$ cat config.mk
export PLATFORM = sky130hd
export DESIGN_NAME = mem_bus_ctrl_flat
export DESIGN_NICKNAME = d
export VERILOG_FILES = /design/src/rtl/mem_bus_ctrl_pkg.sv /design/src/rtl/mem_bus_ctrl_if.sv /design/src/rtl/mem_bus_ctrl_addr_decode.sv /design/src/rtl/mem_bus_ctrl.sv /design/src/flat_wrapper.sv
export SDC_FILE = /design/constraint.sdc
export NUM_CORES = 1
export LEC_CHECK = 0
export ABC_AREA = 1
export BUFFER_PORTS_ARGS = -buffer_cell sky130_fd_sc_hd__clkbuf_2
export CORE_ASPECT_RATIO = 2
export CORE_MARGIN = 2
export CORE_UTILIZATION = 45
export DETAILED_ROUTE_END_ITERATION = 8
export PLACE_DENSITY = 0.88
export SETUP_SLACK_MARGIN = 0.05
export SLEW_MARGIN = 5
export SYNTH_ARGS = -nofsm -noshare
export SYNTH_HDL_FRONTEND = slang
export SYNTH_SLANG_ARGS = --single-unit
$ cat constraint.sdc
create_clock -name clk -period 2.77 [get_ports clk]
set_clock_uncertainty 0.05 [all_clocks]
set_input_delay 0 -clock clk [delete_from_list [all_inputs] [get_ports clk]]
set_output_delay 0 -clock clk [all_outputs]
set_load 0.02 [all_outputs]
$ cat src/rtl/mem_bus_ctrl_pkg.sv
// mem_bus_ctrl_pkg: shared definitions for the M-stage bus controller.
//   - Address map bases/limits for DM, TC0, TC1 and IG.
//   - Controller state encoding (2-bit).
//   - Address-error exception codes (AdEL/AdES) and an in-range helper.
package mem_bus_ctrl_pkg;

    localparam logic [31:0] DmBase   = 32'h0000_0000;
    localparam logic [31:0] DmLimit  = 32'h0000_2fff;
    localparam logic [31:0] Tc0Base  = 32'h0000_7f00;
    localparam logic [31:0] Tc0Limit = 32'h0000_7f0b;
    localparam logic [31:0] Tc1Base  = 32'h0000_7f10;
    localparam logic [31:0] Tc1Limit = 32'h0000_7f1b;
    localparam logic [31:0] IgBase   = 32'h0000_7f20;
    localparam logic [31:0] IgLimit  = 32'h0000_7f23;

    localparam logic [4:0] ExcAdEL = 5'd4;
    localparam logic [4:0] ExcAdES = 5'd5;

    typedef enum logic [1:0] {
        StIdle   = 2'd0,
        StDmWait = 2'd1,
        StDmDone = 2'd2
    } bus_state_e;

    function automatic logic in_range(input logic [31:0] addr, input logic [31:0] base,
                                      input logic [31:0] limit);
        return (addr >= base) && (addr <= limit);
    endfunction

    // Exception code the M-stage decoder raises for an unmapped address.
    function automatic logic [4:0] addr_exc_code(input logic is_store);
        return is_store ? ExcAdES : ExcAdEL;
    endfunction

endpackage

$ cat src/rtl/mem_bus_ctrl_if.sv
// mem_bus_ctrl_if: bundles the load/store request, pipeline-control, DM handshake and
// IO target signals of the M-stage bus controller.
//   master : the controller (consumes req_*/dm_ack/dm_rdata/*_rdata, drives the rest)
//   slave  : the surrounding pipeline and targets
interface mem_bus_ctrl_if;

    // M-stage request
    logic        req_valid;
    logic        req_we;
    logic [3:0]  req_byteen;
    logic [31:0] req_addr;
    logic [31:0] req_wdata;
    logic        req_abort;
    // pipeline control / result
    logic        stall_m;
    logic [31:0] rdata;
    logic        bus_err;
    // DM handshake
    logic        dm_req;
    logic        dm_we;
    logic [31:0] dm_addr;
    logic [3:0]  dm_byteen;
    logic [31:0] dm_wdata;
    logic        dm_ack;
    logic [31:0] dm_rdata;
    // IO targets
    logic        tc0_we;
    logic        tc1_we;
    logic [3:0]  ig_byteen;
    logic [31:0] tc0_rdata;
    logic [31:0] tc1_rdata;
    logic [31:0] ig_rdata;

    modport master (
        input  req_valid, req_we, req_byteen, req_addr, req_wdata, req_abort,
        input  dm_ack, dm_rdata, tc0_rdata, tc1_rdata, ig_rdata,
        output stall_m, rdata, bus_err,
        output dm_req, dm_we, dm_addr, dm_byteen, dm_wdata,
        output tc0_we, tc1_we, ig_byteen
    );

    modport slave (
        output req_valid, req_we, req_byteen, req_addr, req_wdata, req_abort,
        output dm_ack, dm_rdata, tc0_rdata, tc1_rdata, ig_rdata,
        input  stall_m, rdata, bus_err,
        input  dm_req, dm_we, dm_addr, dm_byteen, dm_wdata,
        input  tc0_we, tc1_we, ig_byteen
    );

endinterface

$ cat src/rtl/mem_bus_ctrl_addr_decode.sv
// mem_bus_ctrl_addr_decode: purely combinational target decode, shared with the M-stage
// decoder. Hits are mutually exclusive; an address outside every window hits nothing.
//   addr     in  32  effective address
//   hit_dm   out 1   0x0000-0x2fff
//   hit_tc0  out 1   0x7f00-0x7f0b
//   hit_tc1  out 1   0x7f10-0x7f1b
//   hit_ig   out 1   0x7f20-0x7f23
module mem_bus_ctrl_addr_decode
    import mem_bus_ctrl_pkg::*;
(
    input  logic [31:0] addr,
    output logic        hit_dm,
    output logic        hit_tc0,
    output logic        hit_tc1,
    output logic        hit_ig
);

    assign hit_dm  = in_range(addr, DmBase, DmLimit);
    assign hit_tc0 = in_range(addr, Tc0Base, Tc0Limit);
    assign hit_tc1 = in_range(addr, Tc1Base, Tc1Limit);
    assign hit_ig  = in_range(addr, IgBase, IgLimit);

endmodule

$ cat src/rtl/mem_bus_ctrl.sv
// mem_bus_ctrl: M-stage bus controller between the load/store path and memory-mapped targets.
// IO targets (TC0/TC1/IG) complete in zero wait states; DM accesses run a latched
// request/ack handshake that stalls the pipeline, guarded by a watchdog that ends a
// silent access with a one-cycle bus_err.
//   clk    in  system clock
//   reset  in  asynchronous, active-low
//   bus    mem_bus_ctrl_if.master: req_*, stall_m, rdata, bus_err, dm_*, tc*_we/rdata, ig_*
// Parameter TIMEOUT: maximum DM_WAIT cycles before bus_err.
module mem_bus_ctrl
    import mem_bus_ctrl_pkg::*;
#(
    parameter int unsigned TIMEOUT = 16
) (
    input logic            clk,
    input logic            reset,
    mem_bus_ctrl_if.master bus
);

    localparam int unsigned   CW      = $clog2(TIMEOUT + 1);
    localparam logic [CW-1:0] CntLast = CW'(TIMEOUT - 1);

    logic hit_dm, hit_tc0, hit_tc1, hit_ig;

    mem_bus_ctrl_addr_decode u_addr_decode (
        .addr    (bus.req_addr),
        .hit_dm  (hit_dm),
        .hit_tc0 (hit_tc0),
        .hit_tc1 (hit_tc1),
        .hit_ig  (hit_ig)
    );

    bus_state_e    state_q, state_d;
    logic [CW-1:0] cnt_q, cnt_d;
    logic [31:0]   rdata_q, rdata_d;
    logic          dm_req_q, dm_req_d;
    logic          dm_we_q, dm_we_d;
    logic [31:0]   dm_addr_q, dm_addr_d;
    logic [3:0]    dm_byteen_q, dm_byteen_d;
    logic [31:0]   dm_wdata_q, dm_wdata_d;

    logic issue;
    logic timeout;

    // Gating with reset keeps every output quiet while reset is asserted, even though the
    // request inputs may still be live.
    assign issue   = reset & bus.req_valid & ~bus.req_abort & (state_q == StIdle);
    assign timeout = (state_q == StDmWait) & ~bus.dm_ack & (cnt_q == CntLast);

    always_comb begin
        state_d       = state_q;
        cnt_d         = cnt_q;
        rdata_d       = rdata_q;
        dm_req_d      = dm_req_q;
        dm_we_d       = dm_we_q;
        dm_addr_d     = dm_addr_q;
        dm_byteen_d   = dm_byteen_q;
        dm_wdata_d    = dm_wdata_q;
        bus.stall_m   = 1'b0;
        bus.bus_err   = 1'b0;
        bus.rdata     = '0;
        bus.tc0_we    = 1'b0;
        bus.tc1_we    = 1'b0;
        bus.ig_byteen = '0;

        unique case (state_q)
            StIdle: begin
                bus.tc0_we    = issue & bus.req_we & hit_tc0;
                bus.tc1_we    = issue & bus.req_we & hit_tc1;
                bus.ig_byteen = (issue & hit_ig) ? bus.req_byteen : 4'b0000;

                if (reset) begin
                    if (hit_tc0) begin
                        bus.rdata = bus.tc0_rdata;
                    end else if (hit_tc1) begin
                        bus.rdata = bus.tc1_rdata;
                    end else if (hit_ig) begin
                        bus.rdata = bus.ig_rdata;
                    end
                end

                if (issue && hit_dm) begin
                    bus.stall_m = 1'b1;
                    dm_req_d    = 1'b1;
                    dm_we_d     = bus.req_we;
                    dm_addr_d   = bus.req_addr;
                    dm_byteen_d = bus.req_byteen;
                    dm_wdata_d  = bus.req_wdata;
                    cnt_d       = '0;
                    state_d     = StDmWait;
                end
            end

            StDmWait: begin
                bus.stall_m = 1'b1;
                cnt_d       = cnt_q + CW'(1);
                // An ack arriving in the last watchdog cycle still completes normally.
                if (bus.dm_ack) begin
                    rdata_d  = bus.dm_rdata;
                    dm_req_d = 1'b0;
                    state_d  = StDmDone;
                end else if (timeout) begin
                    bus.bus_err = 1'b1;
                    rdata_d     = '0;
                    dm_req_d    = 1'b0;
                    state_d     = StDmDone;
                end
            end

            // Same instruction is still in M here, so no new issue is allowed.
            StDmDone: begin
                bus.rdata = rdata_q;
                state_d   = StIdle;
            end

            default: begin
                state_d = StIdle;
            end
        endcase
    end

    always_ff @(posedge clk or negedge reset) begin
        if (!reset) begin
            state_q     <= StIdle;
            cnt_q       <= '0;
            rdata_q     <= '0;
            dm_req_q    <= 1'b0;
            dm_we_q     <= 1'b0;
            dm_addr_q   <= '0;
            dm_byteen_q <= '0;
            dm_wdata_q  <= '0;
        end else begin
            state_q     <= state_d;
            cnt_q       <= cnt_d;
            rdata_q     <= rdata_d;
            dm_req_q    <= dm_req_d;
            dm_we_q     <= dm_we_d;
            dm_addr_q   <= dm_addr_d;
            dm_byteen_q <= dm_byteen_d;
            dm_wdata_q  <= dm_wdata_d;
        end
    end

    assign bus.dm_req    = dm_req_q;
    assign bus.dm_we     = dm_we_q;
    assign bus.dm_addr   = dm_addr_q;
    assign bus.dm_byteen = dm_byteen_q;
    assign bus.dm_wdata  = dm_wdata_q;

endmodule

$ cat src/flat_wrapper.sv
// flat-port wrapper written by rule: the top's interface ports become plain ports
module mem_bus_ctrl_flat import mem_bus_ctrl_pkg::*;
#(
    parameter int unsigned TIMEOUT = 16
)
  (clk, reset, bus_req_valid, bus_req_we, bus_req_byteen, bus_req_addr, bus_req_wdata, bus_req_abort, bus_dm_ack, bus_dm_rdata, bus_tc0_rdata, bus_tc1_rdata, bus_ig_rdata, bus_stall_m, bus_rdata, bus_bus_err, bus_dm_req, bus_dm_we, bus_dm_addr, bus_dm_byteen, bus_dm_wdata, bus_tc0_we, bus_tc1_we, bus_ig_byteen);
  mem_bus_ctrl_if bus_i ();
  input logic clk;
  input logic reset;
  input wire logic [$bits(bus_i.req_valid)-1:0] bus_req_valid;
  input wire logic [$bits(bus_i.req_we)-1:0] bus_req_we;
  input wire logic [$bits(bus_i.req_byteen)-1:0] bus_req_byteen;
  input wire logic [$bits(bus_i.req_addr)-1:0] bus_req_addr;
  input wire logic [$bits(bus_i.req_wdata)-1:0] bus_req_wdata;
  input wire logic [$bits(bus_i.req_abort)-1:0] bus_req_abort;
  input wire logic [$bits(bus_i.dm_ack)-1:0] bus_dm_ack;
  input wire logic [$bits(bus_i.dm_rdata)-1:0] bus_dm_rdata;
  input wire logic [$bits(bus_i.tc0_rdata)-1:0] bus_tc0_rdata;
  input wire logic [$bits(bus_i.tc1_rdata)-1:0] bus_tc1_rdata;
  input wire logic [$bits(bus_i.ig_rdata)-1:0] bus_ig_rdata;
  output wire logic [$bits(bus_i.stall_m)-1:0] bus_stall_m;
  output wire logic [$bits(bus_i.rdata)-1:0] bus_rdata;
  output wire logic [$bits(bus_i.bus_err)-1:0] bus_bus_err;
  output wire logic [$bits(bus_i.dm_req)-1:0] bus_dm_req;
  output wire logic [$bits(bus_i.dm_we)-1:0] bus_dm_we;
  output wire logic [$bits(bus_i.dm_addr)-1:0] bus_dm_addr;
  output wire logic [$bits(bus_i.dm_byteen)-1:0] bus_dm_byteen;
  output wire logic [$bits(bus_i.dm_wdata)-1:0] bus_dm_wdata;
  output wire logic [$bits(bus_i.tc0_we)-1:0] bus_tc0_we;
  output wire logic [$bits(bus_i.tc1_we)-1:0] bus_tc1_we;
  output wire logic [$bits(bus_i.ig_byteen)-1:0] bus_ig_byteen;
  assign bus_i.req_valid = bus_req_valid;
  assign bus_i.req_we = bus_req_we;
  assign bus_i.req_byteen = bus_req_byteen;
  assign bus_i.req_addr = bus_req_addr;
  assign bus_i.req_wdata = bus_req_wdata;
  assign bus_i.req_abort = bus_req_abort;
  assign bus_i.dm_ack = bus_dm_ack;
  assign bus_i.dm_rdata = bus_dm_rdata;
  assign bus_i.tc0_rdata = bus_tc0_rdata;
  assign bus_i.tc1_rdata = bus_tc1_rdata;
  assign bus_i.ig_rdata = bus_ig_rdata;
  assign bus_stall_m = bus_i.stall_m;
  assign bus_rdata = bus_i.rdata;
  assign bus_bus_err = bus_i.bus_err;
  assign bus_dm_req = bus_i.dm_req;
  assign bus_dm_we = bus_i.dm_we;
  assign bus_dm_addr = bus_i.dm_addr;
  assign bus_dm_byteen = bus_i.dm_byteen;
  assign bus_dm_wdata = bus_i.dm_wdata;
  assign bus_tc0_we = bus_i.tc0_we;
  assign bus_tc1_we = bus_i.tc1_we;
  assign bus_ig_byteen = bus_i.ig_byteen;
  mem_bus_ctrl #(.TIMEOUT(TIMEOUT)) u_core (.clk(clk), .reset(reset), .bus(bus_i));
endmodule
==> results of run 1 <==
[cell families after synthesis]
group	Yosys count	synth area share, %
fa+ha+maj	2	0.399
flops	109	43.5
simple gates	437	28.2
compound gates	155	12.5
buf+inv	234	15.4
[registers in the layout (all words and copies together) (netlist names)]
signal                flops
u_core.bus.dm_addr       32
u_core.bus.dm_wdata      32
u_core.rdata_q           32
u_core.cnt_q              5
u_core.bus.dm_byteen      4
u_core.state_q            2
u_core.bus.dm_req         1
u_core.bus.dm_we          1
[cells in the mapped netlist]
| cell | instances | area (um2) |
|---|---|---|
| buf_2 | 14 | 70.1 |
| clkinv_1 | 1 | 3.75 |
| o31ai_1 | 1 | 7.51 |
| o22ai_1 | 1 | 6.26 |
| nand3b_1 | 1 | 7.51 |
| inv_1 | 173 | 649 |
| nor2_1 | 33 | 124 |
| nand2_1 | 325 | 1220 |
| clkbuf_1 | 27 | 101 |
| nor3b_2 | 1 | 12.5 |
| nor3_1 | 3 | 15.0 |
| a21oi_1 | 33 | 165 |
| inv_2 | 3 | 11.3 |
| ha_1 | 2 | 25.0 |
| nand4_1 | 2 | 12.5 |
| o21ai_0 | 93 | 465 |
| nand3_1 | 71 | 355 |
| nand4_4 | 1 | 21.3 |
| a21oi_2 | 1 | 8.76 |
| buf_4 | 9 | 67.6 |
| o21ai_2 | 1 | 8.76 |
| buf_1 | 2 | 7.51 |
| buf_6 | 5 | 56.3 |
| o21ai_1 | 25 | 125 |
| dfrtp_1 | 109 | 2730 |
[power groups by stage]
stage,registers (mW),clock network (mW),logic (mW)
global route,1.65,1.45,0.496
detailed placement,1.67,0,0.339
CTS,1.64,1.39,0.438
finish,1.64,1.37,0.445
global placement,1.67,0,0.331
floorplan,1.67,0,0.121
[worst max path at each step]
stage	endpoint	slack, ns	cells after the start
floorplan	u_core.rdata_q[22]	1.11	8
global placement	bus_rdata[22]	0.96	13
detailed placement	bus_rdata[27]	0.87	13
CTS	bus_rdata[27]	0.31	14
global route	bus_rdata[14]	0.09	15
finish	bus_rdata[17]	0.27	15
[per-stage QoR]
step	instance area, um2	util, %	setup slack [ns]	hold slack [ns]
after detailed placement	7850	57.2	0.871	0.135
after floorplan	6270	-	1.11	-0.346
final	9020	65.6	0.274	0.316
after global placement	7850	57.2	0.964	0.138
after CTS	9010	65.6	0.308	0.319
after global routing	9020	65.6	0.0860	0.377
[cell type report]
cell class / instances / area [um2] / share of cell area (%)
diodes: 2 / 5.00 / 0.0555
multi-input cells: 594 / 2610 / 28.9
flip-flops and latches: 109 / 2730 / 30.3
well taps: 157 / 196 / 2.18
clock inverters: 7 / 87.6 / 0.971
clock buffers: 9 / 225 / 2.50
repair buffers: 408 / 2500 / 27.7
inverters: 177 / 664 / 7.37
[worst min-delay path, delay by kind of cell]
kind	cells	cell delay (ns)
buf+inv	3	1.21
[per-layer routing]
metal | vias to the layer above | track usage (%) | wire length (um)
met5 | - | 0 | 0
met3 | 74 | 7.33 | 1860
li1 | 3570 | - | -
met1 | 3377 | 33.7 | 8210
met2 | 395 | 48.6 | 10700
met4 | 0 | 14.5 | 966
[repair_timing]
action | 4_1_cts | 5_1_grt
hold endpoints to repair | 133 | 0
resized for setup | 0 | 1
hold buffers | 84 | 0
setup endpoints to repair | 0 | 4
==> flow_summary.json, run 1 <==
{
  "cp.arrival_ns": 2.45,
  "r2r-end": "u_core.rdata_q[31]",
  "fin_tns_setup_ns": 0,
  "die_area_um2": 15000,
  "powerDensity_nw_per_um2": 384,
  "rsz0062_at_grt": "false",
  "hpwl_mm": 14.6,
  "period_needed_ns": 2.50,
  "n_fill_cell": 1132,
  "syn_nets": 1141,
  "seq_area_frac_synth_pct": 43.5,
  "drt-initial-drc-count": 366,
  "die_y_um": 171,
  "globalplace.congestion": 0.906,
  "wl_mm": 21.7,
  "cts_setup_buffers": 0,
  "grt_pass1_wl_mm": 34.3,
  "gr-total-overflow": 0,
  "cp.required_ns": 2.72,
  "pwr-share-clk_pct": 39.6,
  "tightestPinTransition_ns": 0.760,
  "crit_start": "bus_req_addr[6]",
  "fin_crit_sh_pct": 90.1,
  "setup-violations-final": 0,
  "intPower_mw": 2.58,
  "p_sw_share_pct": 25.3,
  "clk_path_buf_depth": 2,
  "root_buffer": "clkbuf_16",
  "synth.yosys.warnings": 0,
  "crit_family": "buffers and inverters",
  "layout.nets": 1503,
  "numPortBuffers": 311,
  "synth_area_um2": 6270,
  "status": "finished, final reports clean",
  "start_util_pct": 45.7,
  "clock_latency_ns": 0.35,
  "worst-r2r-setup-slack_ns": 0.90,
  "critPathBufInv": 5,
  "finalMaxSlewViolations": 0,
  "mostFrequentLayoutCell": "nand2_1",
  "drc": 0,
  "grt_pass1_vias": 7374,
  "reg2reg_depth": 8,
  "mostFrequentLayoutCells": "nand2_1 (324), clkbuf_2 (310), inv_1 (173)",
  "crit_path_cell_trace": "dlygate4sd3_1 > clkbuf_2 > nor2_1 > nand2_1 > nor2_1 > nand2_1 > nor2_4 > buf_4 > nand3_1 > nand2_1 > inv_1 > nand2_1 > nand2_1 > nand2_1 > clkbuf_2",
  "numCtsBuffers": 9,
  "row_count": 61,
  "cts_tree": "built",
  "vdd_drop_max_uv": 357,
  "grt_start_max_net_pins": 66,
  "setup.worst_path.end_class": "output pin",
  "hold_violations": 0,
  "grt.total_usage_pct": 29.0,
  "h-tree-depth": 3,
  "syn_area_per_cell_um2": 6.70,
  "relSlewSlack_pct": 49.3,
  "fmax_mhz": 401,
  "crit_path_start_kind": "input pin",
  "cap_violations": 0,
  "dp.cells": 1361,
  "p_comb_share_pct": 12.9,
  "pin_count": 312,
  "switching_power_mw": 0.876,
  "core_area_um2": 13700,
  "p_leak_nw": 5.69,
  "path_common_cell": "nand2_1",
  "worstSetupPathType": "input pin to output pin",
  "p_seq_share_pct": 47.5,
  "avgViaCountPerCell": 5.07,
  "stdcell_count": 1463,
  "power.total_mw": 3.46,
  "cpPeakStageDelay_ns": 0.54,
  "firstDrtPassIters": 5,
  "area_growth_pct": 43.7,
  "cts.sinks": 109,
  "avgRoutedWirePerCell_um": 14.9,
  "cp_slowest_cell": "dlygate4sd3_1",
  "route.antenna.remaining_nets": 0,
  "ys_types": 25,
  "dieWidth_um": 87.5,
  "path_clk_slew_ns": 0.08,
  "netlist_instances": 937,
  "synth-seq-cells": 109,
  "cp_max_fo": 65,
  "drive_above_1_share_pct": 26.9,
  "antenna_found_initial": 2,
  "hp-class": "input pin to asynchronous set/reset pin",
  "vias": 7416,
  "reg2reg_from": "u_core.cnt_q[0]"
}
Power figures use the tool's default switching activity.
==> run 2: changes to the inputs <==
--- a/config.mk
+++ b/config.mk
@@ -11,7 +11,7 @@
 export CORE_MARGIN = 2
 export CORE_UTILIZATION = 45
 export DETAILED_ROUTE_END_ITERATION = 8
-export PLACE_DENSITY = 0.88
+export PLACE_DENSITY = 0.79
 export SETUP_SLACK_MARGIN = 0.05
 export SLEW_MARGIN = 5
 export SYNTH_ARGS = -nofsm -noshare
==> flow_summary.json, run 2 (synthesis gave the netlist of run 1 again) <==
{
  "n_antenna_cell": 0,
  "core_area_um2": 13700,
  "cp.required_ns": 2.72,
  "cts_setup_buffers": 0,
  "vias": 7101,
  "grt.total_usage_pct": 26.7,
  "stdcell_count": 1462,
  "clock_latency_ns": 0.34,
  "r2r-end": "u_core.bus.dm_wdata[23]",
  "drc": 0,
  "hpwl_mm": 14.3,
  "cts.sinks": 109,
  "globalplace.congestion": 0.939,
  "root_buffer": "clkbuf_16",
  "grt_start_max_net_pins": 79,
  "dieWidth_um": 87.5,
  "tightestPinTransition_ns": 0.976,
  "period_needed_ns": 2.50,
  "hold_violations": 0,
  "area_growth_pct": 44.2,
  "reg2reg_from": "u_core.state_q[0]",
  "place_ws_ns": 0.853,
  "grt_pass1_wl_mm": 31.9,
  "final.setup.worst_slack_ns": 0.273,
  "avgViaCountPerCell": 4.86,
  "final_area_um2": 9050,
  "hold_buffers": 84,
  "mostFrequentLayoutCell": "nand2_1",
  "cp.arrival_ns": 2.45,
  "pin_count": 312,
  "numPortBuffers": 311,
  "antenna_found_initial": 0,
  "wl_mm": 20.5,
  "clk_path_buf_depth": 2,
  "status": "finished, final reports clean",
  "drt-initial-drc-count": 396,
  "hp-class": "input pin to asynchronous set/reset pin",
  "path_clk_slew_ns": 0.07,
  "cp_max_fo": 65,
  "cts_resized": 0,
  "worstSetupPathType": "input pin to output pin",
  "dp.cells": 1362,
  "layout.nets": 1504,
  "finalMaxSlewViolations": 0,
  "start_util_pct": 45.7,
  "crit_path_start_kind": "input pin",
  "powerDensity_nw_per_um2": 393,
  "drive_above_1_share_pct": 26.9,
  "row_count": 61,
  "avgRoutedWirePerCell_um": 14.0,
  "vdd_drop_max_uv": 358,
  "route.antenna.remaining_nets": 0,
  "worst-r2r-setup-slack_ns": 0.93,
  "cts_tree": "built",
  "firstDrtPassIters": 5,
  "p_leak_nw": 5.71,
  "die_area_um2": 15000,
  "die_y_um": 171,
  "reg2reg_depth": 6,
  "setup.worst_path.end_class": "output pin",
  "dpl_cell_area_um2": 7860,
  "gr-total-overflow": 0,
  "fin_tns_setup_ns": 0,
  "relSlewSlack_pct": 35.0,
  "rsz0062_at_grt": "false",
  "n_fill_cell": 1218,
  "utilization_pct": 65.9,
  "fmax_mhz": 401,
  "cap_violations": 0,
  "mostFrequentLayoutCells": "nand2_1 (324), clkbuf_2 (310), inv_1 (173)",
  "fin_crit_sh_pct": 90.1,
  "h-tree-depth": 3,
  "numCtsBuffers": 9,
  "setup-violations-final": 0,
  "grt_pass1_vias": 6784
}
==> run 2: changes by cell type in the layout (fill, tap and decap cells not counted), sizes merged <==
cell    change
buf         +1
inv         -3
bufinv      +2
clkbuf      +1
diode       -2
==> run 2: worst max-delay path by stage <==
stage | to | start | cells past startpoint
floorplan | u_core.rdata_q[22] | u_core.cnt_q[0] | 8
global placement | bus_rdata[27] | bus_req_addr[15] | 14
detailed placement | bus_rdata[27] | bus_req_addr[12] | 13
CTS | bus_rdata[27] | bus_req_addr[13] | 14
global route | bus_rdata[27] | bus_req_addr[13] | 14
finish | bus_rdata[27] | bus_req_addr[12] | 14
==> run 2: per-layer routing <==
layer | GRT usage, % | up-vias | part of all wire (%)
li1 | - | 3559 | -
met4 | 11.0 | 0 | 3.5
met3 | 5.98 | 52 | 8.1
met2 | 45.8 | 326 | 49
met5 | 0 | - | 0
met1 | 31.5 | 3164 | 39
==> run 2: through the flow <==
step	total power, mW	hold WS, ns
after floorplan	1.79	-0.346
after global placement	2.00	-0.0913
after detailed placement	2.01	-0.0836
after CTS	3.58	0.0888
after global routing	3.70	0.121
final	3.56	0.0840
==> run 2: worst max-delay path, cell delays in order <==
cell	delay (ns)
dlygate4sd3_1	0.53
clkbuf_2	0.13
nand2_1	0.11
nor2_1	0.17
nand2_1	0.12
a21oi_4	0.15
buf_4	0.52
nand3_1	0.15
nand2_1	0.10
inv_1	0.05
nand2_1	0.06
nand2_1	0.04
nand2_1	0.11
clkbuf_2	0.20
==> run 2: final cells by class <==
type | instances | area (um2) | area share [%]
inverters | 177 | 664 | 7.34
clock inverters | 6 | 116 | 1.29
flip-flops and latches | 109 | 2730 | 30.1
clock buffers | 10 | 229 | 2.53
multi-input cells | 594 | 2610 | 28.8
repair buffers | 409 | 2500 | 27.7
well taps | 157 | 196 | 2.17
==> run 2: where the power goes <==
| part | switching (mW) | leakage (nW) | internal, mW |
|---|---|---|---|
| sequential | 0.0195 | 1.49 | 1.62 |
| combinational | 0.210 | 4.05 | 0.231 |
| clock | 0.581 | 0.168 | 0.893 |
| total | 0.810 | 5.71 | 2.75 |
==> run 3: changes to the inputs <==
--- a/config.mk
+++ b/config.mk
@@ -7,8 +7,6 @@
 export LEC_CHECK = 0
 export ABC_AREA = 1
 export BUFFER_PORTS_ARGS = -buffer_cell sky130_fd_sc_hd__clkbuf_2
-export CORE_ASPECT_RATIO = 2
-export CORE_MARGIN = 2
 export CORE_UTILIZATION = 45
 export DETAILED_ROUTE_END_ITERATION = 8
 export PLACE_DENSITY = 0.79
==> flow_summary.json, run 3 (synthesis gave the netlist of run 1 again) <==
{
  "status": "finished, final reports clean",
  "mostFrequentLayoutCells": "nand2_1 (324), clkbuf_2 (310), inv_1 (173)",
  "dieWidth_um": 120,
  "vdd_drop_max_uv": 393,
  "numPortBuffers": 311,
  "cp_slowest_cell": "dlygate4sd3_1",
  "relSlewSlack_pct": 28.8,
  "drive_above_1_share_pct": 26.9,
  "p_comb_share_pct": 13.0,
  "gr-total-overflow": 0,
  "period_needed_ns": 2.55,
  "hpwl_mm": 14.5,
  "seq_area_um2": 2730,
  "area_growth_pct": 44.0,
  "numCtsBuffers": 9,
  "rsz0062_at_grt": "false",
  "path_common_cell": "nand2_1",
  "grt.total_usage_pct": 30.5,
  "dpl_cell_area_um2": 7900,
  "p_leak_nw": 5.68,
  "vias": 7240,
  "finalMaxSlewViolations": 0,
  "avgViaCountPerCell": 4.90,
  "firstDrtPassIters": 6,
  "grt_start_max_net_pins": 91,
  "start_util_pct": 46.8,
  "cts_tree": "built",
  "crit_path_cell_trace": "dlygate4sd3_1 > clkbuf_2 > nor2_1 > nand2_1 > nor2_1 > nand2_1 > nor2_4 > buf_12 > nand3_1 > nand2_1 > inv_1 > nand2_1 > nand2_1 > nand2_1 > clkbuf_2",
  "cpPeakStageDelay_ns": 0.54,
  "multiInputGateArea_um2": 2610,
  "wl_mm": 22.1,
  "fin_crit_sh_pct": 92.2,
  "setup-violations-final": 0,
  "clock_latency_ns": 0.36,
  "h-tree-depth": 3,
  "route.antenna.remaining_nets": 0,
  "core_area_um2": 13400,
  "pwr-share-clk_pct": 38.6,
  "mostFrequentLayoutCell": "nand2_1",
  "n_fill_cell": 1110,
  "drt-initial-drc-count": 559,
  "intPower_mw": 2.54,
  "cp.required_ns": 2.72,
  "fin_tns_setup_ns": 0,
  "final_area_um2": 9040,
  "cp.arrival_ns": 2.50,
  "cap_violations": 0,
  "utilization_pct": 67.5,
  "worst-r2r-setup-slack_ns": 0.71,
  "cp_max_fo": 43,
  "fmax_mhz": 392,
  "grt_pass1_vias": 6742,
  "switching_power_mw": 0.869,
  "path_clk_slew_ns": 0.08,
  "cts.sinks": 109,
  "p_seq_share_pct": 48.3,
  "tightestPinTransition_ns": 1.06,
  "p_sw_share_pct": 25.5,
  "layout.nets": 1502,
  "die_area_um2": 14400,
  "setup.worst_path.end_class": "output pin",
  "root_buffer": "clkbuf_16",
  "antenna_found_initial": 0,
  "avgRoutedWirePerCell_um": 14.9,
  "crit_family": "simple AND/OR/NAND/NOR gates",
  "drc": 0,
  "die_y_um": 120,
  "worstSetupPathType": "input pin to output pin",
  "hp-class": "input pin to asynchronous set/reset pin",
  "crit_path_start_kind": "input pin",
  "critPathBufInv": 5,
  "grt_pass1_wl_mm": 34.1,
  "globalplace.congestion": 0.876,
  "powerDensity_nw_per_um2": 377,
  "n_antenna_cell": 0,
  "pin_count": 312,
  "row_count": 42,
  "hold_violations": 0,
  "clk_path_buf_depth": 2
}
## run 3: changes by cell type in the layout (fill, tap and decap cells not counted)
cell / delta
bufinv_16: -3
inv_8: +3
clkbuf_8: +2
clkinvlp_4: +1
clkbuf_1: -1
buf_12: +2
buf_4: -4
inv_6: -2
## run 3: worst paths after layout
kind                                        start                      end  depth (start not counted)
max reg2reg                     u_core.state_q[1]          u_core.cnt_q[3]                          6
max                               bus_req_addr[6]            bus_rdata[25]                         15
min reg2reg                u_core.bus.dm_addr[27]   u_core.bus.dm_addr[27]                          2
max in group asynchronous                   reset   u_core.bus.dm_addr[26]                          4
min in group clk                    bus_req_valid  u_core.bus.dm_wdata[26]                          6
min                                         reset       u_core.rdata_q[25]                          3
## run 3: per-stage QoR
stage / hold WS (ns) / std cells / setup slack [ns] / power, mW
after floorplan: -0.346 / 937 / 1.11 / 1.79
after global placement: 0.102 / 1379 / 0.820 / 2.00
after detailed placement: 0.0917 / 1379 / 0.778 / 2.01
after CTS: 0.297 / 1479 / 0.298 / 3.41
after global routing: 0.320 / 1479 / 0.100 / 3.53
final: 0.291 / 1479 / 0.216 / 3.40
## run 3: worst register-to-register path: cells and delay by family (launching register included)
family,cells,cell delay [ns]
buffers and inverters,2,0.90
AND/OR/NAND/NOR,3,0.54
flip-flops,1,0.39
AO/OA/AOI/OAI,1,0.11
## run 3: final cells by class
class,count,area share (%)
clock buffers,11,2.80
repair buffers,407,27.8
multi-input cells,594,28.9
inverters,177,7.35
clock inverters,5,0.554
well taps,176,2.44
flip-flops and latches,109,30.2
## run 3: power by group through the flow
| stage | Sequential (mW) | Combinational (mW) | Clock [mW] |
|---|---|---|---|
| finish | 1.65 | 0.444 | 1.31 |
| global route | 1.65 | 0.490 | 1.39 |
| CTS | 1.64 | 0.433 | 1.33 |
| detailed placement | 1.68 | 0.333 | 0 |
| global placement | 1.67 | 0.329 | 0 |
| floorplan | 1.67 | 0.121 | 0 |
## run 3: what timing repair did
item,CTS,global route
hold buffers,84,0
buffers inserted,0,0
setup endpoints to repair,0,0
gates resized for setup,0,0
endpoints found under the hold margin,126,0
## run 3: routing by layer
metal	track usage (%)	routed length [um]	vias to the layer above
li1	-	-	3562
met1	36.5	8640	3254
met2	52.0	11000	350
met3	7.37	1670	74
met4	13.2	821	0
met5	0	0	-
